==> config.mk <==
export PLATFORM = sky130hd
export DESIGN_NAME = uart_tx_ctrl
export DESIGN_NICKNAME = d
export VERILOG_FILES = /design/src/rtl/uart_pkg.sv /design/src/rtl/uart_tx_ctrl.sv
export SDC_FILE = /design/constraint.sdc
export NUM_CORES = 1
export LEC_CHECK = 0
export ABC_AREA = 1
export CAP_MARGIN = 25
export CORE_ASPECT_RATIO = 0.7
export CORE_UTILIZATION = 50
export DETAILED_ROUTE_END_ITERATION = 10
export PLACE_DENSITY = 0.81
export SYNTH_ARGS = -nofsm -noshare
export SYNTH_HDL_FRONTEND = slang
export SYNTH_SLANG_ARGS = --single-unit
==> constraint.sdc <==
create_clock -name clk -period 2.05 [get_ports clk]
set_clock_uncertainty 0.05 [all_clocks]
set_input_delay 0.205 -clock clk [delete_from_list [all_inputs] [get_ports clk]]
set_output_delay 0.205 -clock clk [all_outputs]
set_load 0.02 [all_outputs]
==> src/rtl/uart_pkg.sv <==
// Shared UART definitions: transmitter states, parity encodings and the
// oversampling ratio common to the tx and (future) rx controllers.
package uart_pkg;

    localparam int unsigned OVERSAMPLE = 16;

    localparam int unsigned PAR_NONE = 0;
    localparam int unsigned PAR_EVEN = 1;
    localparam int unsigned PAR_ODD  = 2;

    typedef enum logic [2:0] {
        IDLE,
        START,
        DATA,
        PAR,
        STOP
    } tx_state_t;

endpackage

==> src/rtl/uart_tx_ctrl.sv <==
// UART transmit sequencer: paces a start/data/parity/stop frame onto tx
// using the 16x oversampling tick from the baud-rate generator.
module uart_tx_ctrl
    import uart_pkg::*;
#(
    parameter int unsigned DBIT    = 8,
    parameter int unsigned SB_TICK = 16,
    parameter int unsigned PARITY  = PAR_NONE
) (
    input  logic            clk,
    input  logic            rst,
    input  logic            s_tick,
    input  logic            tx_start,
    input  logic [DBIT-1:0] din,
    output logic            tx_ready,
    output logic            tx_done_tick,
    output logic            tx
);

    // Tick counter must reach SB_TICK-1 for long stop bits.
    localparam int unsigned SW = (SB_TICK > OVERSAMPLE) ? $clog2(SB_TICK) : $clog2(OVERSAMPLE);
    localparam int unsigned NW = $clog2(DBIT);

    localparam logic [SW-1:0] S_BIT_LAST  = SW'(OVERSAMPLE - 1);
    localparam logic [SW-1:0] S_STOP_LAST = SW'(SB_TICK - 1);
    localparam logic [NW-1:0] N_LAST      = NW'(DBIT - 1);

    tx_state_t       state;
    logic [SW-1:0]   s;
    logic [NW-1:0]   n;
    logic [DBIT-1:0] b;
    logic            par;
    logic            tx_reg;

    logic par_next;
    logic par_bit;

    assign par_next = par ^ b[0];
    assign par_bit  = (PARITY == PAR_ODD) ? ~par_next : par_next;

    assign tx_ready = (state == IDLE);
    assign tx       = tx_reg;

    // tx_reg is loaded with the next bit's level on each transition so the
    // line is registered yet changes on the same edge as the state.
    always_ff @(posedge clk) begin
        if (rst) begin
            state        <= IDLE;
            s            <= '0;
            n            <= '0;
            b            <= '0;
            par          <= 1'b0;
            tx_reg       <= 1'b1;
            tx_done_tick <= 1'b0;
        end else begin
            tx_done_tick <= 1'b0;
            unique case (state)
                IDLE: begin
                    tx_reg <= 1'b1;
                    if (tx_start) begin
                        b      <= din;
                        s      <= '0;
                        par    <= 1'b0;
                        tx_reg <= 1'b0;
                        state  <= START;
                    end
                end
                START: begin
                    if (s_tick) begin
                        if (s == S_BIT_LAST) begin
                            s      <= '0;
                            n      <= '0;
                            tx_reg <= b[0];
                            state  <= DATA;
                        end else begin
                            s <= s + SW'(1);
                        end
                    end
                end
                DATA: begin
                    if (s_tick) begin
                        if (s == S_BIT_LAST) begin
                            s   <= '0;
                            par <= par_next;
                            b   <= b >> 1;
                            if (n == N_LAST) begin
                                if (PARITY != PAR_NONE) begin
                                    tx_reg <= par_bit;
                                    state  <= PAR;
                                end else begin
                                    tx_reg <= 1'b1;
                                    state  <= STOP;
                                end
                            end else begin
                                n      <= n + NW'(1);
                                tx_reg <= b[1];
                            end
                        end else begin
                            s <= s + SW'(1);
                        end
                    end
                end
                PAR: begin
                    if (s_tick) begin
                        if (s == S_BIT_LAST) begin
                            s      <= '0;
                            tx_reg <= 1'b1;
                            state  <= STOP;
                        end else begin
                            s <= s + SW'(1);
                        end
                    end
                end
                STOP: begin
                    if (s_tick) begin
                        if (s == S_STOP_LAST) begin
                            s            <= '0;
                            tx_done_tick <= 1'b1;
                            state        <= IDLE;
                        end else begin
                            s <= s + SW'(1);
                        end
                    end
                end
                default: state <= IDLE;
            endcase
        end
    end

endmodule

* After elaboration in Yosys (flattened, before gate mapping)
Index checks and enable logic that the tools add are counted. W data, S select, Z words.
Word-level totals: bits in registers 20, input bits 12, output and inout port bits 3, word-level logic and storage cells 73
Operators by class: reductions and logical operators 12, add/subtract/negate cells 2, eq/ne operators 18, muxes and demuxes 33, bitwise logic cells 2
Operators by type and width (count):
- $mux W3 | 13
- $mux W8 | 3
- $ne A2 B2 Y1 const B | 11
- $pmux W8 S2 | 1
- $pmux W3 S5 | 1
- $mux W4 | 3
- $reduce_and A10 Y1 | 1
- $mux W1 | 9
- $pmux W4 S2 | 1
- $reduce_and A7 Y1 | 1
- $eq A3 B2 Y1 const B | 2
- $eq A3 B3 Y1 const B | 2
- $pmux W3 S2 | 1
- $reduce_and A6 Y1 | 1
- $reduce_bool A2 Y1 | 3
- $add A4 B1 Y4 const B | 1
- $eq A4 B4 Y1 const B | 1
- $pmux W1 S4 | 1
- $reduce_and A4 Y1 | 1
- $reduce_bool A4 Y1 | 1
- $reduce_or A4 Y1 | 1
- $add A3 B1 Y3 const B | 1
- $eq A3 B1 Y1 const B | 1
- $logic_not A3 Y1 | 1
- other kinds (4) | 5

* Longest topological paths before layout
Gate-level depths: netlist (run 1).
depth after elaboration 5, gate-level depth with buffers 10, depth with buffers taken out 10

* Worst setup path before layout (run 1)
No wires, ideal clock.
path kind reg2reg, start register s[0], end register b[4], data required time 1.887 ns, cell stages (with the launch flop) 10, arrival time 1.401 ns, path slack 0.486 ns, library setup time 0.113 ns, path through dfxtp_1 ha_1 nand3_4 nor2_8 nand2_4 a21oi_4 buf_6 nand3_2 nand2_1 nor2_1
Between the ends: longest elaborated chain between the ends 3
Ends and longest elaborated chain:
- from (decl) | line uart_tx_ctrl.sv:29 | logic [SW-1:0] s;
- from (signal assigned) | line uart_tx_ctrl.sv:76 | s <= s + SW'(1);
- from (signal assigned) | line uart_tx_ctrl.sv:99 | s <= s + SW'(1);
- from (signal assigned) | line uart_tx_ctrl.sv:110 | s <= s + SW'(1);
- $eq A4 B4 Y1 | line uart_tx_ctrl.sv:82 | if (s == S_BIT_LAST) begin
- $ne A2 B2 Y1 (no line)
- $reduce_and A4 Y1 (no line)
- to (signal assigned) | line uart_tx_ctrl.sv:61 | b <= din;
- to (signal assigned) | line uart_tx_ctrl.sv:85 | b <= b >> 1;
- to (decl) | line uart_tx_ctrl.sv:31 | logic [DBIT-1:0] b;
No other way between the ends. A chain may end at the register's enable or synchronous reset.

* Worst setup path in the final report (run 1)
start register s[0], end register b[3]
Same word-level chain as after synthesis.

==> impl_metrics.xml, run 1 <==
<?xml version="1.0" encoding="UTF-8"?>
<metrics>
  <group name="sta">
    <metric name="hold_violations" unit="">0</metric>
    <metric name="timing.hold.ws" unit="ns">0.432</metric>
    <metric name="setup_ws_final" unit="ns">0.186</metric>
    <metric name="rsz0062_at_grt" unit="">no</metric>
    <metric name="finalSetupTns" unit="ns">0</metric>
    <metric name="tightestPinTransition" unit="ns">0.423</metric>
    <metric name="final_max_slew_viol_count" unit="">0</metric>
    <metric name="max-slew-margin-rel" unit="%">71.7</metric>
    <metric name="achievable-frequency" unit="MHz">537</metric>
    <metric name="fin_crit_sh" unit="%">90.9</metric>
    <metric name="setup_failing_eps_final" unit="">0</metric>
    <metric name="finalWorstPathRequiredPeriod" unit="ns">1.86</metric>
  </group>
  <group name="worst_setup_path">
    <metric name="required" unit="ns">2.20</metric>
    <metric name="timing.critical_path.slowest_stage_cell" unit="">sky130_fd_sc_hd__dfxtp_1</metric>
    <metric name="critical_path.reg2reg.startpoint" unit="">s[0]</metric>
    <metric name="crit_path_max_incr_delay" unit="ns">0.42</metric>
    <metric name="cp_cell_sequence" unit="">ha_1, nand3_4, nor2_8, nand2_4, a21oi_4, nand3_1, nand2_1, nor2_1</metric>
    <metric name="top_delay_family_on_crit_path" unit="">simple AND/OR/NAND/NOR gates</metric>
    <metric name="category_of_the_worst_setup_path_launch_point" unit="">flop</metric>
    <metric name="ff2ff_path_depth" unit="">8</metric>
    <metric name="critPathMaxFanout" unit="">16</metric>
    <metric name="setup_slack_of_the_worst_register_to_register_path" unit="ns">0.19</metric>
    <metric name="cp.buffers_inverters" unit="">0</metric>
    <metric name="end_kind" unit="">flop</metric>
    <metric name="timing.setup.critical_path_class" unit="">reg2reg</metric>
    <metric name="worst_ep_arrival_time" unit="ns">2.01</metric>
    <metric name="reg2reg_to" unit="">b[3]</metric>
  </group>
  <group name="cells_and_area">
    <metric name="diodes" unit="">0</metric>
    <metric name="final-instance-count-excl-fill" unit="">218</metric>
    <metric name="number_of_flip_flops_under_the_largest_register_name" unit="">8</metric>
    <metric name="finish.instance_area" unit="mm^2">0.00138</metric>
    <metric name="number_of_fillers_in_the_final_layout" unit="">209</metric>
    <metric name="regMostFlops" unit="">b</metric>
    <metric name="largestRegisters" unit="">b: 8 flops, s: 4 flops</metric>
    <metric name="multiInputGateArea" unit="um^2">699</metric>
    <metric name="nets_finish" unit="">202</metric>
    <metric name="ff_latch_area" unit="um^2">400</metric>
    <metric name="fin_util" unit="%">63.7</metric>
    <metric name="post_route_cells_drive_above_1_share" unit="%">14.0</metric>
    <metric name="syn_to_final_growth" unit="%">17.9</metric>
  </group>
  <group name="floorplan">
    <metric name="die_width" unit="um">59.9</metric>
    <metric name="core-area" unit="mm^2">0.00217</metric>
    <metric name="die-area" unit="mm^2">0.00255</metric>
    <metric name="die_height" unit="um">42.5</metric>
    <metric name="num_rows" unit="">14</metric>
    <metric name="initial_core_util" unit="%">54.0</metric>
    <metric name="pin_count" unit="">15</metric>
  </group>
  <group name="logic_synthesis">
    <metric name="per_instance_average_area_after_synthesis" unit="um^2">6.90</metric>
    <metric name="postSynthCellCount" unit="">170</metric>
    <metric name="synth.yosys.seq_area_share" unit="%">34.2</metric>
    <metric name="post_synth_most_frequent_cells" unit="">sky130_fd_sc_hd__nand2_1 (55), sky130_fd_sc_hd__nor2_1 (28), sky130_fd_sc_hd__dfxtp_1 (20), sky130_fd_sc_hd__nand3_1 (16), sky130_fd_sc_hd__inv_1 (9)</metric>
    <metric name="ys_warn_count" unit="">0</metric>
    <metric name="post_synthesis_register_bit_count" unit="">20</metric>
    <metric name="synthArstFlopShare" unit="%">0</metric>
    <metric name="synth.largest_area_cell" unit="">sky130_fd_sc_hd__dfxtp_1</metric>
    <metric name="synth.most_common_cell" unit="">sky130_fd_sc_hd__nand2_1</metric>
    <metric name="edff_count_synth" unit="">0</metric>
    <metric name="synth_cell_type_count" unit="">28</metric>
    <metric name="net_count_after_synthesis" unit="">185</metric>
    <metric name="yosys.area.top_type_share" unit="%">34.2</metric>
    <metric name="syn-cell-area" unit="mm^2">0.00117</metric>
    <metric name="synthTopCellsByArea" unit="">sky130_fd_sc_hd__dfxtp_1 (34%), sky130_fd_sc_hd__nand2_1 (18%), sky130_fd_sc_hd__nor2_1 (9.0%), sky130_fd_sc_hd__nand3_1 (6.8%), sky130_fd_sc_hd__nand3_2 (3.4%)</metric>
    <metric name="dominantRegCellSynth" unit="">sky130_fd_sc_hd__dfxtp_1</metric>
  </group>
  <group name="worst_hold_path">
    <metric name="worst_hold_startpoint" unit="">n[2]</metric>
    <metric name="hold_end" unit="">n[2]</metric>
    <metric name="hold_depth" unit="">2</metric>
    <metric name="timing.hold.worst.class" unit="">reg2reg</metric>
  </group>
  <group name="route">
    <metric name="route.final.wire_length" unit="um">2410</metric>
    <metric name="drt_first_pass_iters" unit="">5</metric>
    <metric name="routed_wirelength_normalized_by_instance_count" unit="um">11.0</metric>
    <metric name="viasPerCell" unit="">5.21</metric>
    <metric name="drcViolationCount" unit="">0</metric>
    <metric name="dr_total_vias" unit="">1136</metric>
    <metric name="drt_iter0_drc" unit="">47</metric>
    <metric name="drt.antenna.violating_nets" unit="">0</metric>
  </group>
  <group name="run">
    <metric name="max-cap-violations" unit="">0</metric>
  </group>
  <group name="pwr">
    <metric name="power.ir.vdd_worst" unit="mV">0.829</metric>
    <metric name="power_per_cell_area" unit="mW/mm^2">1210</metric>
    <metric name="static_power_due_to_leakage" unit="nW">0.679</metric>
    <metric name="design_power_total" unit="mW">1.67</metric>
  </group>
  <group name="cts">
    <metric name="clock_tree.root_cell" unit="">sky130_fd_sc_hd__clkbuf_4</metric>
    <metric name="clkTransAtPathRegs" unit="ns">0.11</metric>
    <metric name="cts_hold_buffers" unit="">0</metric>
    <metric name="ctsLongestPathBuffers" unit="">2</metric>
    <metric name="tritoncts.num_buffers" unit="">3</metric>
    <metric name="htree_levels" unit="">1</metric>
    <metric name="cts_tree" unit="">done</metric>
    <metric name="count_of_buffers_added_by_post_cts_timing_repair_for_setup" unit="">0</metric>
    <metric name="post_cts_resize_count" unit="">0</metric>
    <metric name="cts_num_sinks" unit="">20</metric>
    <metric name="worstSkewPairLatency" unit="ns">0.30</metric>
  </group>
  <group name="status">
    <metric name="outcome" unit="">completed</metric>
  </group>
  <group name="global_routing">
    <metric name="grt_max_degree" unit="">17</metric>
    <metric name="antenna_violations_before_repair" unit="">0</metric>
    <metric name="grt_first_pass_wirelength" unit="um">4120</metric>
    <metric name="globalRoute.totalOverflow" unit="">0</metric>
    <metric name="grt_pass1_vias" unit="">984</metric>
    <metric name="globalRouteTotalUtil" unit="%">21.4</metric>
  </group>
  <group name="place">
    <metric name="place_area" unit="mm^2">0.00134</metric>
    <metric name="port_buffers" unit="">14</metric>
    <metric name="placed_cells" unit="">214</metric>
    <metric name="routability_driven_placement_congestion_ratio" unit="">0.875</metric>
    <metric name="dp_hpwl" unit="um">1870</metric>
    <metric name="place_worst_setup_slack" unit="ns">0.189</metric>
  </group>
</metrics>
[metal layers]
| layer | wire length, um | vias up | global-route usage [%] |
|---|---|---|---|
| li1 | - | 578 | - |
| met1 | 1140 | 501 | 29.7 |
| met2 | 1050 | 53 | 31.8 |
| met3 | 186 | 4 | 5.56 |
| met4 | 29 | 0 | 6.98 |
| met5 | 0 | - | 0 |
[kinds of logic after synthesis]
group / synth area share, %
flip-flops: 34.2
buffers and inverters: 6.19
AO/OA/AOI/OAI: 6.83
adder cells (fa/ha/maj): 4.16
AND/OR/NAND/NOR: 47.9
XOR/XNOR: 0.747
[layout make-up]
type / instances / share of cell area (%)
flip-flops and latches: 20 / 29.0
repair buffers: 16 / 11.4
inverters: 13 / 3.53
clock buffers: 4 / 2.62
well taps: 32 / 2.90
multi-input cells: 133 / 50.6
[worst max path at each step]
stage               endpoint  slack [ns]      from  cells after the start
floorplan               b[4]        0.49      s[0]                      9
global placement        b[1]        0.25    s_tick                      8
detailed placement      b[3]        0.19    s_tick                      8
CTS                 tx_ready        0.07  state[0]                      4
global route            b[7]        0.04      s[0]                      8
finish                  b[3]        0.19      s[0]                      8
[power by group]
part	leakage [nW]	switching [mW]	internal, mW
logic	0.493	0.541	0.310
clock network	0.0210	0.119	0.108
registers	0.165	0.0983	0.492
[placed cells by master (no fill, tap or decap), drive strengths merged, types with 3 or more instances in the layout]
cell and instances:
nand2 57, nor2 33, nand3 21, dfxtp 20, clkdlybuf4s50 13, inv 13
a21oi 7, clkbuf 4, nand4 3, ha 3, o21ai 3
[tightest hold or removal path, delay by kind of cell, from the launching register on]
family	cells	cell delay (ns)
compound gates	1	0.06
flops	1	0.33
simple gates	1	0.06
Note: power is estimated with default switching activity, not from simulation.
==> run 2, diff against run 1 <==
Settings changed: ABC_AREA 1 to default, CAP_MARGIN 25 to default, PLACE_DENSITY 0.81 to 0.82.
==> run 2 against run 1 <==
  * Synthesized area fell by 13%
  * Critical path depth down 6
  * Cell area fell by 12%
  * Combinational power down 88%
  * First-iteration DRC count shrank 43%
  * Power down 54%
  * Sequential power shrank 29%
  * Maximum frequency decreased by 5.0%
  * Clock power is 4% higher
  * Die area decreased by 13%
  * Core utilization is 0.87 points higher
  * Critical endpoint is now tx_ready
  * Highest routed layer unchanged
==> impl_metrics.xml, run 2 <==
<?xml version="1.0" encoding="UTF-8"?>
<metrics>
  <group name="status">
    <metric name="outcome" unit="">completed</metric>
  </group>
  <group name="sta">
    <metric name="hold_violations" unit="">0</metric>
    <metric name="final_max_slew_viol_count" unit="">0</metric>
    <metric name="max-slew-margin-rel" unit="%">65.8</metric>
    <metric name="setup_failing_eps_final" unit="">0</metric>
    <metric name="achievable-frequency" unit="MHz">510</metric>
    <metric name="fin_crit_sh" unit="%">95.7</metric>
    <metric name="rsz0062_at_grt" unit="">no</metric>
    <metric name="tightestPinTransition" unit="ns">0.509</metric>
    <metric name="finalWorstPathRequiredPeriod" unit="ns">1.96</metric>
    <metric name="finalSetupTns" unit="ns">0</metric>
  </group>
  <group name="cts">
    <metric name="ctsLongestPathBuffers" unit="">2</metric>
    <metric name="count_of_buffers_added_by_post_cts_timing_repair_for_setup" unit="">0</metric>
    <metric name="cts_num_sinks" unit="">20</metric>
    <metric name="tritoncts.num_buffers" unit="">3</metric>
    <metric name="htree_levels" unit="">1</metric>
    <metric name="worstSkewPairLatency" unit="ns">0.31</metric>
    <metric name="cts_hold_buffers" unit="">0</metric>
    <metric name="post_cts_resize_count" unit="">0</metric>
    <metric name="cts_tree" unit="">done</metric>
    <metric name="clock_tree.root_cell" unit="">sky130_fd_sc_hd__clkbuf_4</metric>
    <metric name="clkTransAtPathRegs" unit="ns">0.12</metric>
  </group>
  <group name="worst_setup_path">
    <metric name="critPathMaxFanout" unit="">10</metric>
    <metric name="timing.setup.critical_path_class" unit="">reg2out</metric>
    <metric name="category_of_the_worst_setup_path_launch_point" unit="">flop</metric>
    <metric name="end_kind" unit="">output port</metric>
    <metric name="critical_path.reg2reg.startpoint" unit="">n[0]</metric>
    <metric name="required" unit="ns">1.79</metric>
    <metric name="reg2reg_to" unit="">n[2]</metric>
    <metric name="setup_slack_of_the_worst_register_to_register_path" unit="ns">0.17</metric>
    <metric name="worst_ep_arrival_time" unit="ns">1.71</metric>
    <metric name="ff2ff_path_depth" unit="">6</metric>
  </group>
  <group name="logic_synthesis">
    <metric name="yosys.area.top_type_share" unit="%">39.3</metric>
    <metric name="net_count_after_synthesis" unit="">130</metric>
    <metric name="ys_warn_count" unit="">0</metric>
    <metric name="synth.largest_area_cell" unit="">sky130_fd_sc_hd__dfxtp_1</metric>
    <metric name="post_synth_most_frequent_cells" unit="">sky130_fd_sc_hd__dfxtp_1 (20), sky130_fd_sc_hd__a21oi_1 (14), sky130_fd_sc_hd__mux2i_1 (10), sky130_fd_sc_hd__nor2_1 (10)</metric>
    <metric name="per_instance_average_area_after_synthesis" unit="um^2">8.87</metric>
    <metric name="dominantRegCellSynth" unit="">sky130_fd_sc_hd__dfxtp_1</metric>
    <metric name="synthArstFlopShare" unit="%">0</metric>
    <metric name="synthTopCellsByArea" unit="">sky130_fd_sc_hd__dfxtp_1 (39%), sky130_fd_sc_hd__mux2i_1 (9.8%), sky130_fd_sc_hd__a21oi_1 (6.9%), sky130_fd_sc_hd__a211oi_1 (5.2%), sky130_fd_sc_hd__ha_1 (3.7%)</metric>
    <metric name="postSynthCellCount" unit="">115</metric>
    <metric name="synth_cell_type_count" unit="">31</metric>
    <metric name="synth.most_common_cell" unit="">sky130_fd_sc_hd__dfxtp_1</metric>
    <metric name="edff_count_synth" unit="">0</metric>
    <metric name="post_synthesis_register_bit_count" unit="">20</metric>
    <metric name="syn-cell-area" unit="mm^2">0.00102</metric>
    <metric name="synth.yosys.seq_area_share" unit="%">39.3</metric>
  </group>
  <group name="global_routing">
    <metric name="grt_pass1_vias" unit="">874</metric>
    <metric name="grt_first_pass_wirelength" unit="um">3680</metric>
    <metric name="globalRoute.totalOverflow" unit="">0</metric>
    <metric name="globalRouteTotalUtil" unit="%">22.2</metric>
    <metric name="grt_max_degree" unit="">14</metric>
    <metric name="antenna_violations_before_repair" unit="">0</metric>
  </group>
  <group name="route">
    <metric name="viasPerCell" unit="">6.22</metric>
    <metric name="drt_first_pass_iters" unit="">4</metric>
    <metric name="route.final.wire_length" unit="um">2220</metric>
    <metric name="drt_iter0_drc" unit="">27</metric>
    <metric name="dr_total_vias" unit="">951</metric>
    <metric name="drt.antenna.violating_nets" unit="">0</metric>
    <metric name="routed_wirelength_normalized_by_instance_count" unit="um">14.5</metric>
    <metric name="drcViolationCount" unit="">0</metric>
  </group>
  <group name="floorplan">
    <metric name="num_rows" unit="">13</metric>
    <metric name="pin_count" unit="">15</metric>
    <metric name="core-area" unit="mm^2">0.00189</metric>
    <metric name="die_width" unit="um">56.0</metric>
    <metric name="initial_core_util" unit="%">54.0</metric>
    <metric name="die-area" unit="mm^2">0.00223</metric>
    <metric name="die_height" unit="um">39.8</metric>
  </group>
  <group name="place">
    <metric name="routability_driven_placement_congestion_ratio" unit="">0.829</metric>
    <metric name="port_buffers" unit="">14</metric>
    <metric name="dp_hpwl" unit="um">1620</metric>
    <metric name="place_area" unit="mm^2">0.00118</metric>
  </group>
  <group name="cells_and_area">
    <metric name="nets_finish" unit="">147</metric>
    <metric name="largestRegisters" unit="">b: 8 flops, s: 4 flops</metric>
    <metric name="layout_common_cells" unit="">sky130_fd_sc_hd__dfxtp_1 (20), sky130_fd_sc_hd__a21oi_1 (14), sky130_fd_sc_hd__clkdlybuf4s50_1 (14)</metric>
    <metric name="syn_to_final_growth" unit="%">19.4</metric>
    <metric name="mostFrequentLayoutCell" unit="">sky130_fd_sc_hd__dfxtp_1</metric>
    <metric name="regMostFlops" unit="">b</metric>
    <metric name="number_of_flip_flops_under_the_largest_register_name" unit="">8</metric>
    <metric name="post_route_cells_drive_above_1_share" unit="%">9.92</metric>
    <metric name="diodes" unit="">0</metric>
    <metric name="finish.instance_area" unit="mm^2">0.00122</metric>
  </group>
  <group name="worst_hold_path">
    <metric name="hold_end" unit="">s[1]</metric>
    <metric name="timing.hold.worst.class" unit="">reg2reg</metric>
    <metric name="worst_hold_startpoint" unit="">s[1]</metric>
    <metric name="hold_depth" unit="">2</metric>
  </group>
  <group name="pwr">
    <metric name="power_per_cell_area" unit="mW/mm^2">624</metric>
    <metric name="static_power_due_to_leakage" unit="nW">0.432</metric>
    <metric name="power.ir.vdd_worst" unit="mV">0.585</metric>
  </group>
  <group name="run">
    <metric name="max-cap-violations" unit="">0</metric>
  </group>
</metrics>
==> run 2: cell count changes after synthesis, sizes merged, moves of 4 or more <==
cell | previous run | this run
nor3 | 0 | 4
a211oi | 0 | 7
o21ai | 3 | 7
mux2i | 0 | 10
nand3 | 21 | 5
nor2 | 33 | 11
nand2 | 57 | 2
nand2b | 0 | 4
inv | 13 | 2
a21oi | 7 | 14
==> run 2: stage by stage <==
stage          hold WS, ns  utilization, %  power, mW  setup WS, ns  instances
6_report             0.438            64.5      0.759        0.0886        153
5_1_grt              0.466            64.5      0.790        0.0368        153
2_1_floorplan        0.298               -      0.487         0.324        115
4_1_cts              0.437            64.5      0.759         0.100        153
3_3_place_gp         0.413            62.6      0.524         0.253        149
3_5_place_dp         0.421            62.6      0.530         0.192        149
==> run 2: how the worst max path moves through the flow <==
stage              from        to  slack [ns]  cells past startpoint
2_1_floorplan      n[0]      n[1]        0.32                      6
3_3_place_gp     s_tick      b[7]        0.25                      5
3_5_place_dp       n[0]      n[2]        0.19                      6
4_1_cts        state[1]  tx_ready        0.10                      2
5_1_grt        state[1]  tx_ready        0.04                      2
6_report       state[1]  tx_ready        0.09                      2
==> run 2: layer usage <==
layer  vias to the layer above  GRT usage, %  wire (um)
met1                       452          25.2        998
met4                         0          5.49         14
li1                        460             -          -
met5                         -             0          0
met2                        37          40.2       1040
met3                         2          8.91        166
==> run 2: worst max-delay path, cell delays in order, from the launching register on <==
cell,delay [ns]
sky130_fd_sc_hd__dfxtp_1,0.45
sky130_fd_sc_hd__nor3_1,0.30
sky130_fd_sc_hd__clkdlybuf4s50_1,0.65
==> run 2: kinds of logic (layout without fill, tap and decap cells) <==
family | after synthesis | after routing | share of synthesized area, %
xor+xnor | 1 | 1 | 0.859
buf+inv | 9 | 25 | 5.03
flops | 20 | 20 | 39.3
fa+ha+maj | 3 | 3 | 3.68
mux | 11 | 11 | 10.9
simple gates | 35 | 35 | 18.8
compound gates | 36 | 36 | 21.5
==> run 2: layout make-up <==
type / instances / area [um^2]
Clock buffer: 4 / 36.3
Fill cell: 159 / 669
Inverter: 2 / 7.51
Multi-Input combinational cell: 86 / 568
Sequential cell: 20 / 400
Tap cell: 22 / 27.5
Timing Repair Buffer: 19 / 178
==> run 2: where the power goes <==
group | leakage, nW | internal [mW] | switching (mW)
logic | 0.247 | 0.0535 | 0.0511
registers | 0.164 | 0.405 | 0.0129
clock network | 0.0210 | 0.108 | 0.128
total | 0.432 | 0.567 | 0.192
==> run 3, diff against run 2 <==
Settings changed: CORE_UTILIZATION 50 to 52, PLACE_DENSITY 0.82 to 0.85.
==> run 3 against run 2 <==
  * Sequential cell count unchanged
  * Maximum frequency up 2.8%
  * Cell count shrank 1.3%
  * Power is 12% higher
  * Wire length shrank 4.6%
  * Combinational power hardly changed
  * Count of clock-buffer cells in the layout down 1
  * Sequential share of layout area is 0.20 points lower
  * Hold slack about the same
  * Via count decreased by 4.5%
  * Critical endpoint unchanged
  * Largest cell class unchanged
  * Largest power group unchanged
==> impl_metrics.xml, run 3 (synthesis gave the netlist of run 2 again) <==
<?xml version="1.0" encoding="UTF-8"?>
<metrics>
  <group name="cells_and_area">
    <metric name="regMostFlops" unit="">b</metric>
    <metric name="largestRegisters" unit="">b: 8 flops, s: 4 flops</metric>
    <metric name="syn_to_final_growth" unit="%">20.1</metric>
    <metric name="number_of_fillers_in_the_final_layout" unit="">134</metric>
    <metric name="nets_finish" unit="">146</metric>
    <metric name="number_of_flip_flops_under_the_largest_register_name" unit="">8</metric>
    <metric name="post_route_cells_drive_above_1_share" unit="%">9.23</metric>
    <metric name="diodes" unit="">0</metric>
    <metric name="mostFrequentLayoutCell" unit="">sky130_fd_sc_hd__dfxtp_1</metric>
    <metric name="ff_latch_area" unit="um^2">400</metric>
    <metric name="multiInputGateArea" unit="um^2">568</metric>
    <metric name="final-instance-count-excl-fill" unit="">151</metric>
    <metric name="finish.instance_area" unit="mm^2">0.00122</metric>
    <metric name="layout_common_cells" unit="">sky130_fd_sc_hd__dfxtp_1 (20), sky130_fd_sc_hd__a21oi_1 (14), sky130_fd_sc_hd__clkdlybuf4s50_1 (14)</metric>
  </group>
  <group name="cts">
    <metric name="clock_tree.root_cell" unit="">sky130_fd_sc_hd__clkbuf_4</metric>
    <metric name="cts_tree" unit="">done</metric>
    <metric name="post_cts_resize_count" unit="">0</metric>
    <metric name="tritoncts.num_buffers" unit="">3</metric>
    <metric name="clkTransAtPathRegs" unit="ns">0.12</metric>
    <metric name="cts_hold_buffers" unit="">0</metric>
    <metric name="cts_num_sinks" unit="">20</metric>
    <metric name="ctsLongestPathBuffers" unit="">2</metric>
    <metric name="htree_levels" unit="">1</metric>
    <metric name="count_of_buffers_added_by_post_cts_timing_repair_for_setup" unit="">0</metric>
    <metric name="worstSkewPairLatency" unit="ns">0.32</metric>
  </group>
  <group name="floorplan">
    <metric name="pin_count" unit="">15</metric>
    <metric name="die_width" unit="um">54.9</metric>
    <metric name="initial_core_util" unit="%">59.6</metric>
    <metric name="die_height" unit="um">39.1</metric>
    <metric name="num_rows" unit="">12</metric>
    <metric name="core-area" unit="mm^2">0.00171</metric>
    <metric name="die-area" unit="mm^2">0.00215</metric>
  </group>
  <group name="sta">
    <metric name="finalWorstPathRequiredPeriod" unit="ns">1.91</metric>
    <metric name="tightestPinTransition" unit="ns">0.507</metric>
    <metric name="hold_violations" unit="">0</metric>
    <metric name="setup_failing_eps_final" unit="">0</metric>
    <metric name="fin_crit_sh" unit="%">93.1</metric>
    <metric name="max-slew-margin-rel" unit="%">66.0</metric>
    <metric name="rsz0062_at_grt" unit="">no</metric>
    <metric name="achievable-frequency" unit="MHz">524</metric>
    <metric name="finalSetupTns" unit="ns">0</metric>
    <metric name="final_max_slew_viol_count" unit="">0</metric>
    <metric name="timing.hold.ws" unit="ns">0.438</metric>
  </group>
  <group name="route">
    <metric name="route.final.wire_length" unit="um">2120</metric>
    <metric name="viasPerCell" unit="">6.01</metric>
    <metric name="routed_wirelength_normalized_by_instance_count" unit="um">14.0</metric>
    <metric name="dr_total_vias" unit="">908</metric>
    <metric name="drt_first_pass_iters" unit="">4</metric>
    <metric name="drcViolationCount" unit="">0</metric>
    <metric name="drt_iter0_drc" unit="">36</metric>
    <metric name="drt.antenna.violating_nets" unit="">0</metric>
  </group>
  <group name="pwr">
    <metric name="design_power_total" unit="mW">0.854</metric>
    <metric name="pwr-share-seq" unit="%">49.0</metric>
    <metric name="power_per_cell_area" unit="mW/mm^2">697</metric>
    <metric name="share_clk_of_total_power" unit="%">38.8</metric>
    <metric name="power.ir.vdd_worst" unit="mV">0.572</metric>
    <metric name="net_switching_power_of_the_design" unit="mW">0.197</metric>
    <metric name="sw_frac_of_total" unit="%">23.1</metric>
    <metric name="comb_power_share" unit="%">12.2</metric>
    <metric name="static_power_due_to_leakage" unit="nW">0.435</metric>
    <metric name="internal_power" unit="mW">0.656</metric>
  </group>
  <group name="worst_setup_path">
    <metric name="category_of_the_worst_setup_path_launch_point" unit="">flop</metric>
    <metric name="required" unit="ns">1.79</metric>
    <metric name="setup_slack_of_the_worst_register_to_register_path" unit="ns">0.22</metric>
    <metric name="worst_ep_arrival_time" unit="ns">1.65</metric>
    <metric name="critPathMaxFanout" unit="">13</metric>
    <metric name="end_kind" unit="">output port</metric>
    <metric name="timing.setup.critical_path_class" unit="">reg2out</metric>
  </group>
  <group name="global_routing">
    <metric name="globalRouteTotalUtil" unit="%">23.6</metric>
    <metric name="globalRoute.totalOverflow" unit="">0</metric>
    <metric name="grt_first_pass_wirelength" unit="um">3430</metric>
    <metric name="grt_pass1_vias" unit="">825</metric>
    <metric name="grt_max_degree" unit="">14</metric>
    <metric name="antenna_violations_before_repair" unit="">0</metric>
  </group>
  <group name="worst_hold_path">
    <metric name="timing.hold.worst.class" unit="">reg2reg</metric>
  </group>
  <group name="status">
    <metric name="outcome" unit="">completed</metric>
  </group>
  <group name="run">
    <metric name="max-cap-violations" unit="">0</metric>
  </group>
  <group name="place">
    <metric name="port_buffers" unit="">14</metric>
    <metric name="place_area" unit="mm^2">0.00117</metric>
    <metric name="routability_driven_placement_congestion_ratio" unit="">0.808</metric>
    <metric name="dp_hpwl" unit="um">1570</metric>
    <metric name="placed_cells" unit="">147</metric>
  </group>
</metrics>
run 3: cell count changes in the layout (fill, tap and decap cells not counted):
cell	delta
sky130_fd_sc_hd__buf_4	-1
sky130_fd_sc_hd__bufinv_16	+1
sky130_fd_sc_hd__clkbuf_8	-1
run 3: critical path, stage by stage (launching register included):
cell                              delay (ns)
sky130_fd_sc_hd__dfxtp_1                0.46
sky130_fd_sc_hd__nor3_1                 0.23
sky130_fd_sc_hd__clkdlybuf4s50_1        0.64
run 3: area by class of cell:
cell class | instances | share of cell area [%]
Multi-Input combinational cell | 86 | 46.4
Sequential cell | 20 | 32.7
Timing Repair Buffer | 18 | 13.9
Clock inverter | 1 | 2.45
Tap cell | 21 | 2.15
Clock buffer | 3 | 1.84
Inverter | 2 | 0.613
run 3: power groups by stage:
stage                     logic, mW  registers [mW]  clock network (mW)
after CTS                     0.104           0.418               0.334
final                         0.104           0.418               0.332
after global placement       0.0995           0.426                   0
after global routing          0.114           0.420               0.349
after floorplan              0.0643           0.423                   0
after detailed placement      0.103           0.427                   0
run 3: metal layers:
metal / track usage (%) / part of all wire [%] / routed length (um) / up-vias
met5: 0 / 0 / 0 / -
met4: 5.63 / 0.75 / 16 / 0
met3: 8.24 / 6.1 / 130 / 2
met2: 39.2 / 44 / 933 / 35
met1: 29.1 / 49 / 1040 / 415
li1: - / - / - / 456
run 3: path summary, 6_finish.rpt:
path / cells past startpoint / from / endpoint
worst max register to register: 6 / n[0] / n[1]
worst min-delay path: 2 / s[1] / s[1]
worst min register to register: 2 / s[1] / s[1]
worst max-delay path: 2 / state[2] / tx_ready
run 3: per-stage QoR:
step                      util, %  setup slack (ns)
after floorplan                 -             0.324
final                        71.6             0.142
after global routing         71.6            0.0848
after global placement       68.5             0.265
after CTS                    71.6             0.144
after detailed placement     68.5             0.210
